`config.mk`:
```
export PLATFORM = sky130hd
export DESIGN_NAME = osc_phase_accum
export DESIGN_NICKNAME = d
export VERILOG_FILES = /design/src/rtl/osc_phase_accum.sv
export SDC_FILE = /design/constraint.sdc
export NUM_CORES = 2
export LEC_CHECK = 0
export ABC_AREA = 1
export CORE_MARGIN = 2
export CORE_UTILIZATION = 45
export DETAILED_ROUTE_END_ITERATION = 10
export PLACE_DENSITY = 0.62
export SLEW_MARGIN = 10
export SYNTH_ARGS = -nofsm -noshare
export SYNTH_HDL_FRONTEND = slang
export SYNTH_HIERARCHICAL = 1
export SYNTH_SLANG_ARGS = --single-unit
export TNS_END_PERCENT = 20
```
`constraint.sdc`:
```
create_clock -name sCLK_XVXOSC -period 21.7 [get_ports sCLK_XVXOSC]
set_input_delay 5.425 -clock sCLK_XVXOSC [delete_from_list [all_inputs] [get_ports sCLK_XVXOSC]]
set_output_delay 5.425 -clock sCLK_XVXOSC [all_outputs]
set_load 0.1 [all_outputs]
```
`src/rtl/osc_phase_accum.sv`:
```
// osc_phase_accum -- time-multiplexed oscillator phase accumulator bank.
//
// One ACC_WIDTH-bit phase register per voice x oscillator. The slot tag on
// xxxx is delayed PITCH_LAT cycles so it lines up with osc_pitch_val. On the
// first sub-slot (oe == 0) of a valid, in-range tag, the addressed register is
// advanced by the increment through one shared adder. A synchronized note-on
// marks all oscillators of the keyed voice as pending. Each pending
// oscillator with sync_en set is zeroed at its next update.
//
// Ports
//   sCLK_XVXOSC    in   slot clock, rising edge
//   reset_data_N   in   async active-low reset
//   xxxx           in   slot tag {vx, ox, oe}
//   osc_pitch_val  in   24-bit increment aligned to the tag PITCH_LAT cycles back
//   note_on        in   async note-on level (held >= 3 clocks)
//   cur_key_adr    in   voice being started, stable while note_on high
//   sync_en        in   per-oscillator key-sync enable
//   osc_phase      out  top 16 bits of the updated accumulator
//   phase_vx/ox    out  voice / oscillator of osc_phase
//   phase_valid    out  one-cycle strobe per update
//   phase_wrap     out  carry out of the update

// Per-lane state: one accumulator and its key-sync pending flag.
module osc_phase_cell #(
  parameter int ACC_WIDTH = 32
) (
  input  logic                 sCLK_XVXOSC,
  input  logic                 reset_data_N,
  input  logic                 upd_i,     // this lane is being serviced
  input  logic [ACC_WIDTH-1:0] wdata_i,   // new accumulator value
  input  logic                 set_i,     // note-on edge for this voice
  output logic [ACC_WIDTH-1:0] acc_o,
  output logic                 pend_o
);
  logic [ACC_WIDTH-1:0] acc_q, acc_d;
  logic                 pend_q, pend_d;

  // A note edge arriving in the same cycle as service must not be lost, so
  // set dominates the clear; the reset then happens on the next pass.
  always_comb begin
    acc_d  = upd_i ? wdata_i : acc_q;
    pend_d = set_i ? 1'b1 : (upd_i ? 1'b0 : pend_q);
  end

  always_ff @(posedge sCLK_XVXOSC or negedge reset_data_N)
    if (!reset_data_N) begin
      acc_q  <= '0;
      pend_q <= 1'b0;
    end else begin
      acc_q  <= acc_d;
      pend_q <= pend_d;
    end

  assign acc_o  = acc_q;
  assign pend_o = pend_q;
endmodule

module osc_phase_accum #(
  parameter int VOICES    = 8,
  parameter int V_OSC     = 4,
  parameter int V_WIDTH   = 3,
  parameter int O_WIDTH   = 2,
  parameter int OE_WIDTH  = 1,
  parameter int E_WIDTH   = O_WIDTH + OE_WIDTH,
  parameter int PITCH_LAT = 3,
  parameter int ACC_WIDTH = 32
) (
  input  logic                       sCLK_XVXOSC,
  input  logic                       reset_data_N,
  input  logic [V_WIDTH+E_WIDTH-1:0] xxxx,
  input  logic [23:0]                osc_pitch_val,
  input  logic                       note_on,
  input  logic [V_WIDTH-1:0]         cur_key_adr,
  input  logic [V_OSC-1:0]           sync_en,
  output logic [15:0]                osc_phase,
  output logic [V_WIDTH-1:0]         phase_vx,
  output logic [O_WIDTH-1:0]         phase_ox,
  output logic                       phase_valid,
  output logic                       phase_wrap
);
  localparam int TAG_W = V_WIDTH + E_WIDTH;
  localparam int NCELL = VOICES * V_OSC;

  // ---------------- tag delay line ----------------
  // vld_pipe_q marks stages holding a tag sampled since reset release, so the
  // zeroed delay line never looks like a real {0,0,0} tag.
  logic [PITCH_LAT-1:0][TAG_W-1:0] tag_q;
  logic [PITCH_LAT-1:0]            vld_pipe_q;

  always_ff @(posedge sCLK_XVXOSC or negedge reset_data_N)
    if (!reset_data_N) begin
      tag_q      <= '0;
      vld_pipe_q <= '0;
    end else begin
      tag_q[0]      <= xxxx;
      vld_pipe_q[0] <= 1'b1;
      for (int i = 1; i < PITCH_LAT; i++) begin
        tag_q[i]      <= tag_q[i-1];
        vld_pipe_q[i] <= vld_pipe_q[i-1];
      end
    end

  logic [TAG_W-1:0]    tag_d;
  logic [V_WIDTH-1:0]  vd;
  logic [O_WIDTH-1:0]  od;
  logic [OE_WIDTH-1:0] oed;

  assign tag_d = tag_q[PITCH_LAT-1];
  assign vd    = tag_d[TAG_W-1 -: V_WIDTH];
  assign od    = tag_d[E_WIDTH-1 -: O_WIDTH];
  assign oed   = tag_d[OE_WIDTH-1:0];

  // ---------------- note-on synchronizer ----------------
  logic [1:0] note_sync_q;
  logic       note_prev_q;
  logic       key_edge;

  always_ff @(posedge sCLK_XVXOSC or negedge reset_data_N)
    if (!reset_data_N) begin
      note_sync_q <= '0;
      note_prev_q <= 1'b0;
    end else begin
      note_sync_q <= {note_sync_q[0], note_on};
      note_prev_q <= note_sync_q[1];
    end

  assign key_edge = note_sync_q[1] & ~note_prev_q;

  // ---------------- accumulator lanes ----------------
  // A tag outside VOICES x V_OSC hits no lane, which is what suppresses the
  // update and the strobe for out-of-range tags.
  logic [NCELL-1:0]                hit;
  logic [NCELL-1:0]                set_v;
  logic [NCELL-1:0]                sen_v;
  logic [NCELL-1:0]                pend_v;
  logic [NCELL-1:0][ACC_WIDTH-1:0] acc_v;
  logic                            upd;
  logic [ACC_WIDTH-1:0]            acc_wr;

  assign upd = vld_pipe_q[PITCH_LAT-1] && (oed == '0) && (|hit);

  for (genvar gv = 0; gv < VOICES; gv++) begin : g_v
    for (genvar go = 0; go < V_OSC; go++) begin : g_o
      localparam int IDX = gv * V_OSC + go;
      assign hit[IDX]   = (vd == V_WIDTH'(gv)) && (od == O_WIDTH'(go));
      assign set_v[IDX] = key_edge && (cur_key_adr == V_WIDTH'(gv));
      assign sen_v[IDX] = sync_en[go];

      osc_phase_cell #(.ACC_WIDTH(ACC_WIDTH)) u_cell (
        .sCLK_XVXOSC  (sCLK_XVXOSC),
        .reset_data_N (reset_data_N),
        .upd_i        (upd && hit[IDX]),
        .wdata_i      (acc_wr),
        .set_i        (set_v[IDX]),
        .acc_o        (acc_v[IDX]),
        .pend_o       (pend_v[IDX])
      );
    end
  end

  // ---------------- shared read / add ----------------
  logic [ACC_WIDTH-1:0] acc_rd;
  logic                 pend_rd;
  logic                 sen_rd;
  logic [ACC_WIDTH:0]   sum;
  logic                 do_sync;
  logic                 wrap_d;

  always_comb begin
    acc_rd  = '0;
    pend_rd = 1'b0;
    sen_rd  = 1'b0;
    for (int i = 0; i < NCELL; i++)
      if (hit[i]) begin
        acc_rd  = acc_v[i];
        pend_rd = pend_v[i];
        sen_rd  = sen_v[i];
      end
  end

  assign sum     = {1'b0, acc_rd} + {{(ACC_WIDTH + 1 - 24){1'b0}}, osc_pitch_val};
  assign do_sync = pend_rd & sen_rd;
  assign acc_wr  = do_sync ? '0 : sum[ACC_WIDTH-1:0];
  assign wrap_d  = ~do_sync & sum[ACC_WIDTH];

  // ---------------- output register ----------------
  logic [15:0]        osc_phase_q;
  logic [V_WIDTH-1:0] phase_vx_q;
  logic [O_WIDTH-1:0] phase_ox_q;
  logic               phase_valid_q;
  logic               phase_wrap_q;

  always_ff @(posedge sCLK_XVXOSC or negedge reset_data_N)
    if (!reset_data_N) begin
      osc_phase_q   <= '0;
      phase_vx_q    <= '0;
      phase_ox_q    <= '0;
      phase_valid_q <= 1'b0;
      phase_wrap_q  <= 1'b0;
    end else begin
      phase_valid_q <= upd;
      if (upd) begin
        osc_phase_q  <= acc_wr[ACC_WIDTH-1 -: 16];
        phase_vx_q   <= vd;
        phase_ox_q   <= od;
        phase_wrap_q <= wrap_d;
      end
    end

  assign osc_phase   = osc_phase_q;
  assign phase_vx    = phase_vx_q;
  assign phase_ox    = phase_ox_q;
  assign phase_valid = phase_valid_q;
  assign phase_wrap  = phase_wrap_q;
endmodule

```
**Yosys cells after proc, flatten, opt, wreduce, memory -nomap -nowiden**

Index checks and enable logic that the tools add are counted.
W data, S select, Z words.

- Bits in registers: 1103
- Bits of input ports: 40
- Output and inout bits: 23
- Word-level logic and storage cells: 370

- $add $sub $neg: 1
- Equal/unequal tests: 17
- Muxes and demuxes: 161
- Bitwise gates (word level): 6
- Reductions and logical operators: 110

Operators by type and width:

| kind | count |
|---|---|
| $mux W32 | 33 |
| $mux W1 | 128 |
| $logic_and A1 B1 Y1 | 74 |
| $reduce_bool A2 Y1 | 32 |
| $add A32 B24 Y33 | 1 |
| $reduce_or A32 Y1 | 1 |
| $eq A3 B3 Y1 const B | 8 |
| $eq A3 B2 Y1 const B | 4 |
| $eq A3 B1 Y1 const B | 2 |
| $logic_not A3 Y1 | 2 |
| $eq A2 B2 Y1 const B | 2 |
| $and A1 B1 Y1 | 3 |
| $not A1 Y1 | 3 |
| $eq A2 B1 Y1 const B | 1 |
| $logic_not A2 Y1 | 1 |

**Logic depth before layout (Yosys ltp)**

- Depth in word-level cells: 37
- Gate-level depth with buffers: 57

**Hierarchy**

The synthesis kept the hierarchy.

Modules (own cells, without submodules):

| module | times used | cells each | area an instance (µm²) |
|---|---|---|---|
| osc_phase_cell | 32 | 140 | 1336.3 |
| osc_phase_accum | 1 | 2250 | 11353.4 |

**Least setup slack after synthesis**

OpenSTA, ideal clock, no wires.

- Kind: input -> register
- Start: input port osc_pitch_val[0]
- End: register g_v[0].g_o[0].u_cell.acc_q[30]
- Setup time: 73 ps
- Arrival: 9998 ps
- Data required time: 21627 ps
- Slack: 11629 ps
- Stages: 31
- Buffers on the path: 0
- Cell sequence: ha_1 > fa_1 > nand2_1 > inv_1 > nand2_1 > nand2_1 > nand2_1 > inv_1 > nand2_1 > nand2_1 > nand2_1 > inv_1 > nand2_1 > nand2_1 > nand3_1 > nand2_1 > a21oi_1 > inv_1 > a21oi_1 > nor3_1 > nor2_1 > o21ai_1 > a21oi_1 > o21ai_1 > nand2_1 > nor2_1 > nand3_1 > nor2_1 > nor3b_1 > nand2_1 > nand2_1

- Longest elaborated chain between the ends: 2

RTL lines:

| element | line | RTL |
|---|---|---|
| start: declaration | 71 | `input logic [23:0] osc_pitch_val,` |
| $add A32 B24 Y33 | 181 | `assign sum = {1'b0, acc_rd} + {{(ACC_WIDTH + 1 - 24){1'b0}}, osc_pitch_val};` |
| $mux W32 | 183 | `assign acc_wr = do_sync ? '0 : sum[ACC_WIDTH-1:0];` |
| named net acc_wr[30] | 138 | `logic [ACC_WIDTH-1:0] acc_wr;` |
| end signal: assignment | 47 | `acc_q <= '0;` |
| end signal: assignment | 50 | `acc_q <= acc_d;` |
| end: declaration | 35 | `logic [ACC_WIDTH-1:0] acc_q, acc_d;` |

The timed path passes the listed nets, and every way through them passes these cells.
A chain may end at the register's enable or synchronous reset.

**Worst setup path after layout**

- Start: register tag_q, in the netlist tag_d[2]
- End: register g_v[1].g_o[0].u_cell.acc_q[31]

- Longest elaborated chain between the ends: 36

RTL lines:

| element | line | RTL |
|---|---|---|
| start: declaration | 87 | `logic [PITCH_LAT-1:0][TAG_W-1:0] tag_q;` |
| start signal: indexed assignment | 98 | `tag_q[i] <= tag_q[i-1];` |
| $logic_not A2 Y1 | 145 | `assign hit[IDX] = (vd == V_WIDTH'(gv)) && (od == O_WIDTH'(go));` |
| $logic_and A1 B1 Y1 | 145 |  |
| $mux W32 or $mux W1 (tied branches) (32 in series) | 174 | `if (hit[i]) begin` |
| $add A32 B24 Y33 or $and A1 B1 Y1 (tied branches) | 181, 182 |  |
| $mux W32 * | 183 |  |
| named net acc_wr[31] | 138 |  |
| end signal: assignment | 47 |  |
| end signal: assignment | 50 |  |
| end: declaration | 35 |  |

The timed path passes the listed nets; every way through them passes the cells marked *.

==> impl_metrics.ini <==
[run_status]
status = finished, final reports clean

[global_routing]
grt_use_total = 0.288
first_global_vias = 41500
overflow = 0
grt_pass1_wl_mm = 269
antenna_found_initial = 5
grt_max_degree = 165

[timing]
setup_ws_ns = 11.84
max_freq_mhz = 101
worst_pin_slew_ns = 1.22
slew_viol_final = 0
finalSetupViolCount = 0
slew-limit-headroom = 0.186
rsz0062_at_grt = no
layout_min_cycle_time_ns = 9.86
fin_crit_sh = 0.454
skew_ns = 0.0282
hold_slack_ns = 0.349
fin_setup_tns_ns = 0
hold_violations = 0

[synth]
synth_area_um2 = 54100
synth.distinct_cells = 45
ys_top_cells_by_count = nand2_1 (3641), dfrtp_1 (1103), nand2_2 (419)
async_reset_ff_frac = 1.00
ys.flop_type = dfrtp_1
synth_warnings = 6
synth_edf_count = 0
post-synth-top-count-cell = nand2_1
netlist_instances = 6730
syn_area_per_cell_um2 = 8.04
yosys-top-cells-area = dfrtp_1 (51%), nand2_1 (25%), nand2_2 (4.8%)
ys_seq_elements = 1103
netlist.top_cell.by_area = dfrtp_1
synth_fp_nets = 6803
synthDominantCellAreaShare = 0.510
synth-seq-area-share = 0.510

[power]
p_per_area_nw_per_um2 = 108
p_leak_nw = 28.0
ir_drop_v = 0.000128

[placement]
placed_cell_area_um2 = 54400
place_ws_ns = 11.48
numPortBuffers = 62
place_hpwl_mm = 107
dp.cells = 8182
routabilityCongestion = 0.895

[routing]
dr.first_iter.drc_count = 4161
drt-wirelength-per-cell_um = 20.9
ant_nets = 0
routed_wl_mm = 176
vias = 44000
drc = 0
vias_per_cell = 5.23
first_pass_iters = 5

[clock_network]
cts_made_buffers = 117
cts.reportedPaths.clkPinSlew_ns = 0.06
ctsHtreeMaxLevel = 3
ctsResizeCount = 0
clk_latency_ns = 0.72
post-cts-setup-buffers = 0
cts_tree = done
cts.sinks = 1103
cts_root_buf = clkbuf_16
clk_path_buf_depth = 3
hold_buffers = 0

[floorplan]
die_y_um = 351
core_um2 = 120000
io_pins = 63
die_x_um = 351
core.rowCount = 127
fp.dieArea_um2 = 123000
start_util = 0.452

[critical_path]
cp-end-kind = flip-flop
path_class = flip-flop to flip-flop
cp-start-kind = flip-flop
crit_path_max_incr_delay_ns = 0.89
cpMaxStageDelayCell = nor2_4
worstPathArrival_ns = 10.51
worstPathRequired_ns = 22.35
crit_path_frequent_cell = nand2_1
crit_fanout = 32

[final_layout]
design_area_um2 = 58600
area_growth_pct = 8.29
drive_gt1_frac = 0.140
nNetsFinal = 6762
finalNonFillerCells = 8399

[flow_run]
max-cap-violations = 0

[min_path]
hold_class = flip-flop to flip-flop
## final timing paths
check | to | depth (start not counted) | from | slack [ns]
worst max-delay path | g_v[1].g_o[0].u_cell/acc_o[31] | 52 | tag_d[2] | 11.84
max in group asynchronous | g_v[1].g_o[1].u_cell/acc_o[18] | 5 | reset_data_N | 13.12
worst min-delay path | vld_pipe_q[1] | 0 | vld_pipe_q[0] | 0.35
worst min register to register | vld_pipe_q[1] | 0 | vld_pipe_q[0] | 0.35
min in group asynchronous | g_v[7].g_o[3].u_cell/acc_o[3] | 1 | reset_data_N | 4.74
worst max register to register | g_v[1].g_o[0].u_cell/acc_o[31] | 52 | tag_d[2] | 11.84
## cell type report
cell class              instances  area, µm²
diodes                          1       2.50
clock buffers                 162       3340
clock inverters                54        818
fillers                     11500      61100
inverters                     241       1150
multi-input cells            5048      22200
flip-flops and latches       1103      27600
well taps                    1612       2020
repair buffers                178       1520
## report_power, final
part	total (mW)	switching [mW]	internal (mW)
registers	2.72	0.244	2.48
logic	1.42	1.07	0.351
clock network	2.18	0.867	1.31
## cells by family (layout without fill, tap and decap cells)
kind of cell / Yosys count / count (layout) / share of synthesized area
AO/OA/AOI/OAI: 286 / 286 / 0.0302
XOR/XNOR: 18 / 18 / 0.00291
adder cells (fa/ha/maj): 33 / 33 / 0.00777
buffers and inverters: 579 / 635 / 0.0868
flip-flops: 1103 / 1103 / 0.510
other: 1 / 2 / 0.0000693
AND/OR/NAND/NOR: 4710 / 4710 / 0.362
## registers in the layout, summed over array words and instances (netlist names)
| register | count |
|---|---|
| osc_phase | 16 |
| g_v.g_o.u_cell/acc_o | 1024 |
| phase_vx | 3 |
| note_sync_q | 2 |
| tag_q | 12 |
| phase_wrap | 1 |
| vld_pipe_q | 3 |
| phase_ox | 2 |
| phase_valid | 1 |
| note_prev_q | 1 |
| tag_d | 6 |
| g_v.g_o.u_cell/pend_o | 32 |
## stage by stage
stage / total power, mW / utilization
2_1_floorplan: 3.47 / -
3_3_place_gp: 4.12 / 0.455
3_5_place_dp: 4.15 / 0.455
4_1_cts: 6.33 / 0.490
5_1_grt: 6.58 / 0.490
6_report: 6.31 / 0.490
## per-layer routing
metal,GRT usage,wire length [µm]
met4,0.0984,6180
met1,0.408,76200
met2,0.453,81100
met3,0.0431,12400
met5,0,26
## worst max-delay path: cells and delay by family, from the launching register on
family | cells | cell delay (ns)
AOI/OAI and AO/OA | 10 | 2.72
adders and majority gates | 1 | 0.31
buffers and inverters | 4 | 0.54
DFF | 1 | 0.49
and+or+nand+nor | 37 | 5.69
## cells in the final DEF (no fill, tap or decap), types with 34 or more instances in the layout
cell,n
nor2_2,59
dfrtp_1,1103
nand2_1,3640
a221oi_1,34
clkdlybuf4s50_1,61
clkbuf_16,118
o21ai_1,42
or2_2,69
nor2_1,177
inv_1,194
nand2_2,420
buf_4,114
nand3_1,122
a21oi_1,171
nand4_1,163
Power figures use the tool's default switching activity.
